<file path="src/rtl/booth_r4_multiply_unit_if.sv">
// booth_r4_multiply_unit_if
//   Request/response bundle of the radix-4 Booth multiply unit.
//   Request : valid_i, ready_o, op_i, a_i, b_i
//   Response: valid_o, ready_i, result_o
//   Status  : busy_o
//   master modport: the issuing/consuming pipeline side.
//   slave  modport: the multiply unit.
interface booth_r4_multiply_unit_if #(
    parameter int XLEN = 32
);
    logic            valid_i;
    logic            ready_o;
    logic [1:0]      op_i;
    logic [XLEN-1:0] a_i;
    logic [XLEN-1:0] b_i;
    logic            valid_o;
    logic            ready_i;
    logic [XLEN-1:0] result_o;
    logic            busy_o;

    modport master (
        output valid_i, op_i, a_i, b_i, ready_i,
        input  ready_o, valid_o, result_o, busy_o
    );

    modport slave (
        input  valid_i, op_i, a_i, b_i, ready_i,
        output ready_o, valid_o, result_o, busy_o
    );
endinterface

</file>
<file path="src/rtl/booth_r4_multiply_unit.sv">
// booth_r4_multiply_unit
//   Iterative radix-4 Booth multiplier covering MUL, MULH, MULHSU and MULHU
//   for any even XLEN >= 4. Operands are extended to XLEN+2 bits according
//   to the operation's signedness, so the Booth recoding yields the exact
//   product without any post-correction. One operation takes ITER=(XLEN+2)/2
//   iterations; the result is then held until the consumer takes it.
//
//   Ports
//     clk_i     clock, all state on the rising edge
//     rst_i     synchronous reset, active-high (overrides everything)
//     clk_en_i  clock enable; low freezes all state and handshakes
//     kill_i    flush; aborts whatever is in flight
//     bus       booth_r4_multiply_unit_if.slave
//               (valid_i/ready_o/op_i/a_i/b_i, valid_o/ready_i/result_o, busy_o)
//
//   Build option
//     MUL_OPERAND_REUSE_EN: keeps the last completed operand pair and full
//     product; a matching request skips RUN and presents the result one
//     cycle after accept. Results are identical with or without it.
module booth_r4_multiply_unit #(
    parameter int XLEN = 32
) (
    input  logic                    clk_i,
    input  logic                    rst_i,
    input  logic                    clk_en_i,
    input  logic                    kill_i,
    booth_r4_multiply_unit_if.slave bus
);
    localparam int ITER = (XLEN + 2) / 2;
    localparam int EW   = XLEN + 2;       // extended operand width
    localparam int PW   = XLEN + 3;       // partial-product (P) width
    localparam int AW   = PW + EW + 1;    // {P, A, L}
    localparam int CW   = $clog2(ITER + 1);
    localparam logic [CW-1:0] LAST   = CW'(ITER - 1);
    localparam logic [1:0]    OP_MUL = 2'b00;

    typedef enum logic [1:0] {
        ST_IDLE,
        ST_RUN,
        ST_DONE
    } state_t;

    state_t            state;
    logic [CW-1:0]     cnt;
    logic              valid_q;
    logic              busy_q;
    logic [XLEN-1:0]   result_q;

    logic [EW-1:0]     mcand;
    logic [AW-1:0]     acc;
    logic              op_mul;

    // Signedness of each operand for the requested operation.
    logic              sgn_a;
    logic              sgn_b;
    logic [EW-1:0]     ext_a;
    logic [EW-1:0]     ext_b;
    logic              ready;
    logic              accept;
    logic              run_last;

    logic [PW-1:0]     m1;
    logic [PW-1:0]     m2;
    logic [PW-1:0]     booth_add;
    logic [PW-1:0]     p_sum;
    logic [AW-1:0]     acc_sum;
    logic [AW-1:0]     acc_next;
    logic [2*XLEN-1:0] prod_next;
    logic [XLEN-1:0]   run_result;

    logic              reuse_hit;
    logic [2*XLEN-1:0] reuse_prod;
    logic [XLEN-1:0]   hit_result;

    assign sgn_a = (bus.op_i != 2'b11);
    assign sgn_b = ~bus.op_i[1];
    assign ext_a = {{2{sgn_a & bus.a_i[XLEN-1]}}, bus.a_i};
    assign ext_b = {{2{sgn_b & bus.b_i[XLEN-1]}}, bus.b_i};

    assign ready    = (state == ST_IDLE) & ~kill_i & ~rst_i;
    assign accept   = bus.valid_i & ready & clk_en_i;
    assign run_last = (state == ST_RUN) & (cnt == LAST);

    // Multiplicand and its double, sign-extended to the P width.
    assign m1 = {mcand[EW-1], mcand};
    assign m2 = {mcand, 1'b0};

    // NOTE: every signal assigned in always_comb gets a default first, so no
    // path through the case can leave it unassigned and infer a latch.
    always_comb begin
        booth_add = '0;
        case (acc[2:0])
            3'b001, 3'b010: booth_add = m1;
            3'b011:         booth_add = m2;
            3'b100:         booth_add = -m2;
            3'b101, 3'b110: booth_add = -m1;
            default:        booth_add = '0;
        endcase
    end

    // Add into P, then arithmetic shift of the whole {P, A, L} by two.
    assign p_sum     = acc[AW-1 -: PW] + booth_add;
    assign acc_sum   = {p_sum, acc[EW:0]};
    assign acc_next  = {{2{acc_sum[AW-1]}}, acc_sum[AW-1:2]};
    assign prod_next = acc_next[2*XLEN:1];

    assign run_result = op_mul ? prod_next[XLEN-1:0] : prod_next[2*XLEN-1:XLEN];
    assign hit_result = (bus.op_i == OP_MUL) ? reuse_prod[XLEN-1:0]
                                             : reuse_prod[2*XLEN-1:XLEN];

`ifdef MUL_OPERAND_REUSE_EN
    logic              reuse_vld;
    logic [XLEN-1:0]   reuse_a;
    logic [XLEN-1:0]   reuse_b;
    logic [1:0]        reuse_sgn;
    logic [2*XLEN-1:0] reuse_prod_q;
    logic [XLEN-1:0]   cur_a;
    logic [XLEN-1:0]   cur_b;
    logic [1:0]        cur_sgn;

    // The low half of a product does not depend on signedness, so MUL may
    // reuse any entry with matching operands.
    assign reuse_hit  = reuse_vld & (bus.a_i == reuse_a) & (bus.b_i == reuse_b) &
                        ((bus.op_i == OP_MUL) | ({sgn_a, sgn_b} == reuse_sgn));
    assign reuse_prod = reuse_prod_q;
`else
    assign reuse_hit  = 1'b0;
    assign reuse_prod = '0;
`endif

    // NOTE: operand, accumulator and reuse-payload registers carry no reset;
    // they are always loaded before being consumed, and only the control
    // state (including the reuse valid bit) needs a defined reset value.
    always_ff @(posedge clk_i) begin
        if (clk_en_i) begin
            if (accept) begin
                mcand  <= ext_a;
                acc    <= {{PW{1'b0}}, ext_b, 1'b0};
                op_mul <= (bus.op_i == OP_MUL);
`ifdef MUL_OPERAND_REUSE_EN
                cur_a   <= bus.a_i;
                cur_b   <= bus.b_i;
                cur_sgn <= {sgn_a, sgn_b};
`endif
            end else if (state == ST_RUN) begin
                acc <= acc_next;
            end
`ifdef MUL_OPERAND_REUSE_EN
            if (run_last & ~kill_i) begin
                reuse_a      <= cur_a;
                reuse_b      <= cur_b;
                reuse_sgn    <= cur_sgn;
                reuse_prod_q <= prod_next;
            end
`endif
        end
    end

    // NOTE: sequential state is written only with non-blocking assignments so
    // every register samples the pre-edge values of the others.
    always_ff @(posedge clk_i) begin
        if (rst_i) begin
            state    <= ST_IDLE;
            cnt      <= '0;
            valid_q  <= 1'b0;
            busy_q   <= 1'b0;
            result_q <= '0;
`ifdef MUL_OPERAND_REUSE_EN
            reuse_vld <= 1'b0;
`endif
        end else if (clk_en_i) begin
            if (kill_i) begin
                // A kill also retires a pending result as delivered.
                state    <= ST_IDLE;
                cnt      <= '0;
                valid_q  <= 1'b0;
                busy_q   <= 1'b0;
                result_q <= '0;
`ifdef MUL_OPERAND_REUSE_EN
                if (state == ST_RUN) begin
                    reuse_vld <= 1'b0;
                end
`endif
            end else begin
                case (state)
                    ST_IDLE: begin
                        if (accept) begin
                            cnt    <= '0;
                            busy_q <= 1'b1;
                            if (reuse_hit) begin
                                state    <= ST_DONE;
                                valid_q  <= 1'b1;
                                result_q <= hit_result;
                            end else begin
                                state <= ST_RUN;
                            end
                        end
                    end
                    ST_RUN: begin
                        cnt <= cnt + CW'(1);
                        if (run_last) begin
                            state    <= ST_DONE;
                            valid_q  <= 1'b1;
                            result_q <= run_result;
`ifdef MUL_OPERAND_REUSE_EN
                            reuse_vld <= 1'b1;
`endif
                        end
                    end
                    ST_DONE: begin
                        if (bus.ready_i) begin
                            state    <= ST_IDLE;
                            valid_q  <= 1'b0;
                            busy_q   <= 1'b0;
                            result_q <= '0;
                        end
                    end
                    default: state <= ST_IDLE;
                endcase
            end
        end
    end

    assign bus.ready_o  = ready;
    assign bus.valid_o  = valid_q;
    assign bus.result_o = result_q;
    assign bus.busy_o   = busy_q;
endmodule

</file>
<file path="src/flat_wrapper.sv">
// flat-port wrapper written by rule: the top's interface ports become plain ports
module booth_r4_multiply_unit_flat 
#(
    parameter int XLEN = 32
)
  (clk_i, rst_i, clk_en_i, kill_i, bus_valid_i, bus_op_i, bus_a_i, bus_b_i, bus_ready_i, bus_ready_o, bus_valid_o, bus_result_o, bus_busy_o);
  booth_r4_multiply_unit_if #(.XLEN(XLEN)) bus_i ();
  input  logic clk_i;
  input  logic rst_i;
  input  logic clk_en_i;
  input  logic kill_i;
  input wire logic [$bits(bus_i.valid_i)-1:0] bus_valid_i;
  input wire logic [$bits(bus_i.op_i)-1:0] bus_op_i;
  input wire logic [$bits(bus_i.a_i)-1:0] bus_a_i;
  input wire logic [$bits(bus_i.b_i)-1:0] bus_b_i;
  input wire logic [$bits(bus_i.ready_i)-1:0] bus_ready_i;
  output wire logic [$bits(bus_i.ready_o)-1:0] bus_ready_o;
  output wire logic [$bits(bus_i.valid_o)-1:0] bus_valid_o;
  output wire logic [$bits(bus_i.result_o)-1:0] bus_result_o;
  output wire logic [$bits(bus_i.busy_o)-1:0] bus_busy_o;
  assign bus_i.valid_i = bus_valid_i;
  assign bus_i.op_i = bus_op_i;
  assign bus_i.a_i = bus_a_i;
  assign bus_i.b_i = bus_b_i;
  assign bus_i.ready_i = bus_ready_i;
  assign bus_ready_o = bus_i.ready_o;
  assign bus_valid_o = bus_i.valid_o;
  assign bus_result_o = bus_i.result_o;
  assign bus_busy_o = bus_i.busy_o;
  booth_r4_multiply_unit #(.XLEN(XLEN)) u_core (.clk_i(clk_i), .rst_i(rst_i), .clk_en_i(clk_en_i), .kill_i(kill_i), .bus(bus_i));
endmodule
</file>
<file path="config.mk">
export PLATFORM = sky130hd
export DESIGN_NAME = booth_r4_multiply_unit_flat
export DESIGN_NICKNAME = d
export VERILOG_FILES = /design/src/rtl/booth_r4_multiply_unit_if.sv /design/src/rtl/booth_r4_multiply_unit.sv /design/src/flat_wrapper.sv
export SDC_FILE = /design/constraint.sdc
export NUM_CORES = 1
export LEC_CHECK = 0
export ABC_AREA = 1
export BUFFER_PORTS_ARGS = -buffer_cell sky130_fd_sc_hd__buf_2
export CAP_MARGIN = 0
export CORE_MARGIN = 2
export CORE_UTILIZATION = 60
export DETAILED_ROUTE_END_ITERATION = 8
export PLACE_DENSITY = 0.83
export SETUP_SLACK_MARGIN = 0.05
export SYNTH_ARGS = -nofsm -noshare
export SYNTH_HDL_FRONTEND = slang
export SYNTH_SLANG_ARGS = --single-unit
export TNS_END_PERCENT = 50
</file>
<file path="constraint.sdc">
create_clock -name clk_i -period 6.17 [get_ports clk_i]
set_input_delay 1.234 -clock clk_i [delete_from_list [all_inputs] [get_ports clk_i]]
set_output_delay 1.234 -clock clk_i [all_outputs]
set_load 0.1 [all_outputs]
</file>
==> impl_metrics.toml, run 1 <==
[setup_path]
worstPathRequired_ps = 6470
worstSetupStartpoint = "u_core.acc[1]$_DFFE_PP_"
max_stage_delay_ps = 590
slowest_stage = "clkinv_1"
critPathMostFrequentCell = "nand2_1"
crit_type = "reg -> reg"
critPathArrivalTime_ps = 4220
r2r_setup_slack_ps = 2240
end_kind = "flip-flop"
r2r_start = "u_core.acc[1]$_DFFE_PP_"
crit_end = "u_core.bus.result_o[25]$_SDFFE_PP0P_"
crit_path_start_kind = "flip-flop"
critical_path.cell_chain = "nor2_1 > nor2_1 > nand2_1 > clkinv_1 > nand2_1 > nand4_1 > ha_1 > nand2_1 > nor2_1 > nand2_1 > nor2_1 > nand2_1 > nand3_1 > nand3_1 > nand2_1 > a21oi_1"
reg2reg_to = "u_core.bus.result_o[25]$_SDFFE_PP0P_"
r2r_cells = 16
crit_fanout = 19

[global_routing]
grt_usage_pct = 31.5
groute.layer.met1.usage_pct = 43.0
grt_overflow_total = 0
grt_pass1_vias = 8972
met2_usage_pct = 49.8
grt_busiest_layer = "met2"
met3_usage_pct = 6.44
antenna_found_initial = 0
grt_pass1_wl_um = 43800
grt_start_max_net_pins = 69

[final_layout]
final_cell_count_no_fill = 1744
diodes = 0
syn_to_final_growth_pct = 12.7
final_layout_size_suffix_gt1_share_pct = 12.1
fillers = 1381
final_cell_mix = "nand2_1, inv_1, a21oi_1"
layout.nets = 1621
layout_commonest_cell = "nand2_1"

[timing]
min_period_over_period_pct = 63.7
fmax_ghz = 0.255
tns_ps = 0
setup_viol = 0
tightest_slew_ps = 1060
clock_skew_ps = 10.9
slew_violations = 0
rsz0062_at_grt = "no"
fin_crit_ps = 3930
slew_headroom_pct = 28.9
hold_viol = 0

[clocking]
post_cts_buffers = 0
clockBufferDepth = 2
cts_tree = "built"
cts_hold_buf = 0
cts_root_buf = "clkbuf_16"
cts_sinks = 143
cts_buffers = 17
worstSkewPairLatency_ps = 440
cts_resized = 0
clkTransAtPathRegs_ps = 70
h-tree-depth = 4

[flow_run]
maxCapViolCount = 0

[synthesis]
syn_area_um2 = 9930
synth_mux_area_share_pct = 0
synth_compound_area_share_pct = 11.0
synth_xor_area_share_pct = 2.90
seq_area_frac_synth_pct = 39.1
netlist_top_cells_area = "edfxtp_1, nand2_1, inv_1"
ys_ff_latch = 143
yosys_warnings = 0
avgSynthCellArea_um2 = 7.01
post_synth_and_or_nand_nor_area_fraction_pct = 31.2
yosysUniqueCellTypes = 48
syn_nets = 1527
yosysTopAreaCell = "edfxtp_1"
yosysTopAreaCellShare_pct = 30.8
synth-adder-area-share_pct = 4.86
synth_top_family_by_area = "simple AND/OR/NAND/NOR gates"
syn_inst = 1417

[die]
start_util_pct = 60.5
row_count = 47
core_um2 = 16400
dieArea_um2 = 17600
dieHeight_um = 133
die-width_um = 133
pin_count = 107

[detailed_routing]
wl_per_cell_um = 15.8
firstDrtPassIters = 6
route.vias.total = 9702
drtAntennaViolNets = 0
vias_per_cell = 5.56
drt_iter0_markers = 1108
drc = 0
drt-total-wl_um = 27500

[placed_design]
gp_congestion = 1.01
dp_cells = 1712
dp_hpwl_um = 20100
port_buffers = 106

[power_and_ir_drop]
leakagePower_uw = 0.00524
internal_power_uw = 1730
p_comb_share_pct = 14.0
power_frac_clock_pct = 41.9
ir_worst_vdd_mv = 0.210
swShare_pct = 28.7
p_sw_uw = 698
power_density_nw_per_um2 = 217
pwr-share-seq_pct = 44.1

[outcome]
status = "finished, final reports clean"

[min_path]
min_path_type = "reg -> reg"
[registers in the layout, summed over array words and instances (netlist names)]
| register | count |
|---|---|
| u_core.bus.result_o | 32 |
| u_core.bus.busy_o | 1 |
| u_core.bus.valid_o | 1 |
| u_core.mcand | 33 |
| u_core.op_mul | 1 |
| u_core.acc | 68 |
| u_core.cnt | 5 |
| u_core.state | 2 |
[power groups by stage]
stage / Clock (µW) / Sequential (µW) / Combinational (µW)
3_5_place_dp: 0 / 1090 / 329
5_1_grt: 1070 / 1070 / 377
4_1_cts: 1030 / 1070 / 333
6_report: 1020 / 1070 / 340
2_1_floorplan: 0 / 1100 / 223
3_3_place_gp: 0 / 1090 / 323
[worst min-delay path by stage]
stage | start | end | depth (start not counted)
2_1_floorplan | u_core.cnt[1]$_SDFFE_PP0P_ | u_core.cnt[1]$_SDFFE_PP0P_ | 2
3_3_place_gp | u_core.bus.result_o[5]$_SDFFE_PP0P_ | u_core.bus.result_o[5]$_SDFFE_PP0P_ | 2
3_5_place_dp | u_core.bus.result_o[25]$_SDFFE_PP0P_ | u_core.bus.result_o[25]$_SDFFE_PP0P_ | 2
4_1_cts | u_core.bus.result_o[25]$_SDFFE_PP0P_ | u_core.bus.result_o[25]$_SDFFE_PP0P_ | 2
5_1_grt | u_core.bus.result_o[17]$_SDFFE_PP0P_ | u_core.bus.result_o[17]$_SDFFE_PP0P_ | 2
6_report | u_core.bus.valid_o$_SDFFE_PP0P_ | u_core.bus.valid_o$_SDFFE_PP0P_ | 2
[cells by family (layout without fill, tap and decap cells)]
group                    count (synthesis)  after routing
adder cells (fa/ha/maj)                 38             38
AND/OR/NAND/NOR                        727            727
XOR/XNOR                                32             32
AO/OA/AOI/OAI                          201            201
flip-flops                             143            143
buffers and inverters                  276            383
[cell type report]
class | instances | area [µm²] | area share [%]
clock inverters | 15 | 151 | 1.35
clock buffers | 17 | 425 | 3.80
flip-flops and latches | 143 | 3880 | 34.7
repair buffers | 112 | 576 | 5.14
well taps | 220 | 275 | 2.46
inverters | 239 | 897 | 8.01
multi-input cells | 998 | 4990 | 44.5
[metal layers]
layer,vias to the layer above,part of all wire [%]
li1,4756,-
met1,4368,43
met2,505,44
met3,73,10
met4,0,3.1
met5,-,0
[critical path, delay by kind of cell (launching register included)]
kind / cells / cell delay (ps)
and+or+nand+nor: 13 / 2280
buffers and inverters: 1 / 590
AOI/OAI and AO/OA: 1 / 60
adders and majority gates: 1 / 470
DFF: 1 / 380
[metrics by stage]
step,utilization (%),instance area [µm²],hold slack (ps),worst slack (ps),power [µW]
floorplan,-,9930,471,695,1320
global placement,64.7,10600,448,2540,1410
detailed placement,64.7,10600,455,2330,1420
CTS,68.2,11200,466,2320,2430
global route,68.2,11200,478,1920,2520
finish,68.2,11200,463,2240,2430
[cell usage after synthesis, drive strengths merged]
| cell | instances |
|---|---|
| a211oi | 2 |
| a21boi | 1 |
| a21o | 1 |
| a21oi | 109 |
| a22oi | 1 |
| a31oi | 2 |
| and2 | 2 |
| buf | 20 |
| clkbuf | 17 |
| clkinv | 2 |
| dfxtp | 41 |
| edfxtp | 102 |
| fa | 1 |
| ha | 37 |
| inv | 237 |
| nand2 | 473 |
| nand3 | 82 |
| nand3b | 5 |
| nand4 | 22 |
| nor2 | 110 |
| nor3 | 21 |
| nor3b | 1 |
| nor4 | 5 |
| o2111ai | 7 |
| o211ai | 6 |
| o21a | 1 |
| o21ai | 60 |
| o21bai | 2 |
| o221ai | 2 |
| o22ai | 6 |
| o31ai | 1 |
| or2 | 6 |
| xnor2 | 10 |
| xor2 | 22 |
Note: power is estimated with default switching activity, not from simulation.
==> run 2, diff against run 1 <==
- ABC_AREA: 1 -> 0
- CORE_UTILIZATION: 60 -> 54
- PLACE_DENSITY: 0.83 -> 0.8
- clock period: 6.17 -> 3.3 ns (I/O delays scaled with it)
==> impl_metrics.toml, run 2 <==
[placed_design]
dpl-instance-area_um2 = 11100
port_buffers = 106
dp_slack_ps = -1080
gp_congestion = 0.931
dp_hpwl_um = 18500
dp_cells = 1486

[timing]
clock_skew_ps = 15.2
fin_crit_ps = 4360
hold_viol = 0
min_period_over_period_pct = 132
slew_headroom_pct = 12.2
fin_ws_ps = -1060
fmax_ghz = 0.230
setup_viol = 55
tightest_slew_ps = 1320
slew_violations = 0
hold-worst-slack_ps = 396
rsz0062_at_grt = "yes"

[final_layout]
largest_reg_flops = 68
final_cell_count_no_fill = 1559
top_register = "u_core.acc"
diodes = 0
layout.nets = 1436
syn_to_final_growth_pct = 43.8
final_cell_area_um2 = 13000
post-route-util_pct = 78.7
layout_commonest_cell = "buf_4"
final_cell_mix = "buf_4, nand2_1, buf_2"
final_layout_size_suffix_gt1_share_pct = 39.9

[min_path]
min_path_type = "in -> reg"

[clocking]
clkTransAtPathRegs_ps = 70
h-tree-depth = 4
cts_root_buf = "clkbuf_16"
worstSkewPairLatency_ps = 440
clockBufferDepth = 2
cts_sinks = 143
cts_tree = "built"
cts_buffers = 17
cts_hold_buf = 0

[power_and_ir_drop]
power_density_nw_per_um2 = 390
leakagePower_uw = 0.00558
ir_worst_vdd_mv = 0.359

[global_routing]
antenna_found_initial = 0
grt_pass1_vias = 8910
grt_pass1_wl_um = 44600
grt_overflow_total = 0
grt_start_max_net_pins = 69
grt_usage_pct = 31.6

[flow_run]
maxCapViolCount = 0

[die]
core_um2 = 16500
dieHeight_um = 133
die-width_um = 133
dieArea_um2 = 17700
pin_count = 107
row_count = 47
start_util_pct = 54.7

[synthesis]
async_flop_share_pct = 0
ys_ff_latch = 143
ys.flop_type = "edfxtp_1"
synth.most_common_cell = "nand2_1"
syn_inst = 1019
seq_area_frac_synth_pct = 43.1
yosysTopAreaCell = "edfxtp_1"
synth_edf_count = 102
synth_common_cells = "nand2_1, nor2_1, edfxtp_1"
yosysTopAreaCellShare_pct = 34.0
avgSynthCellArea_um2 = 8.84
syn_area_um2 = 9010
syn_nets = 1129
yosysUniqueCellTypes = 65
yosys_warnings = 0
netlist_top_cells_area = "edfxtp_1, dfxtp_1, nand2_1"

[detailed_routing]
wl_per_cell_um = 19.5
route.vias.total = 9544
firstDrtPassIters = 5
drt_iter0_markers = 972
vias_per_cell = 6.12
drc = 0
drtAntennaViolNets = 0
drt-total-wl_um = 30300

[setup_path]
crit_path_start_kind = "flip-flop"
crit_fanout = 10
crit_type = "reg -> reg"
worstPathRequired_ps = 3480
slowest_stage = "o311ai_0"
max_stage_delay_ps = 570
critical_path.cell_chain = "nor2_1 > nand2_1 > buf_4 > o311ai_0 > ha_1 > buf_4 > inv_1 > o21bai_1 > o31a_1 > or3_4 > a311o_1 > o211ai_1 > o21ai_1 > xnor2_1 > nor2_1"
end_kind = "flip-flop"
critPathArrivalTime_ps = 4540

[outcome]
status = "complete, but fails checks"
violations = "setup timing"
[run 2: worst max-delay path: cells and delay by family (launching register included)]
| kind | cells | cell delay (ps) |
|---|---|---|
| AOI/OAI and AO/OA | 6 | 1670 |
| xor gates and xnor gates | 1 | 190 |
| adders and majority gates | 1 | 410 |
| buffers and inverters | 3 | 450 |
| DFF | 1 | 510 |
| and+or+nand+nor | 4 | 880 |
[run 2: timing repair]
action                     4_1_cts  5_1_grt
pin swaps                       81       86
setup buffers                   21       23
gates resized for setup        123      107
setup endpoints to repair       56       58
[run 2: final timing paths]
path                                                           start                                   end  slack, ps  cells past startpoint
worst max-delay path                         u_core.acc[1]$_DFFE_PP_          u_core.acc[66]$_SDFFCE_PP0P_      -1060                     15
worst max register to register               u_core.acc[1]$_DFFE_PP_          u_core.acc[66]$_SDFFCE_PP0P_      -1060                     15
worst min-delay path                                      bus_a_i[9]             u_core.mcand[9]$_DFFE_PP_        400                      1
worst min register to register  u_core.bus.result_o[30]$_SDFFE_PP0P_  u_core.bus.result_o[30]$_SDFFE_PP0P_        480                      2
[run 2: cells by family after synthesis]
logic type,Yosys count,share of synthesized area (%)
AO/OA/AOI/OAI,266,19.2
adder cells (fa/ha/maj),38,5.36
XOR/XNOR,69,6.79
flip-flops,143,43.1
buffers and inverters,64,2.68
multiplexers,12,1.39
AND/OR/NAND/NOR,427,21.5
[run 2: cell type report]
class | instances | area (µm²)
multi-input combinational | 812 | 5800
sequential | 143 | 3880
fill | 998 | 3510
timing repair buffer | 342 | 2380
clock buffer | 18 | 439
tap | 220 | 275
clock inverter | 14 | 138
inverter | 10 | 41.3
[run 2: per-layer routing]
layer  track usage [%]  share of wire (%)  vias up
met2              51.6                 48      579
met4              10.8                3.4        0
li1                  -                  -     4302
met5                 0                  0        -
met1              42.6                 40     4555
met3              6.01                8.5      108
[run 2: metrics by stage]
step / power (µW) / TNS (ps)
after floorplan: 2530 / -21150
after global placement: 2870 / -33350
after detailed placement: 2880 / -38220
after CTS: 4890 / -29600
after global routing: 5210 / -44680
final: 5050 / -36240
[run 2: report_power, final]
part | switching [µW] | internal (µW) | total [µW] | leakage (µW)
Clock | 876 | 1020 | 1900 | 0.000287
Combinational | 615 | 514 | 1130 | 0.00404
Sequential | 31.7 | 1990 | 2030 | 0.00126
Total | 1520 | 3530 | 5050 | 0.00558
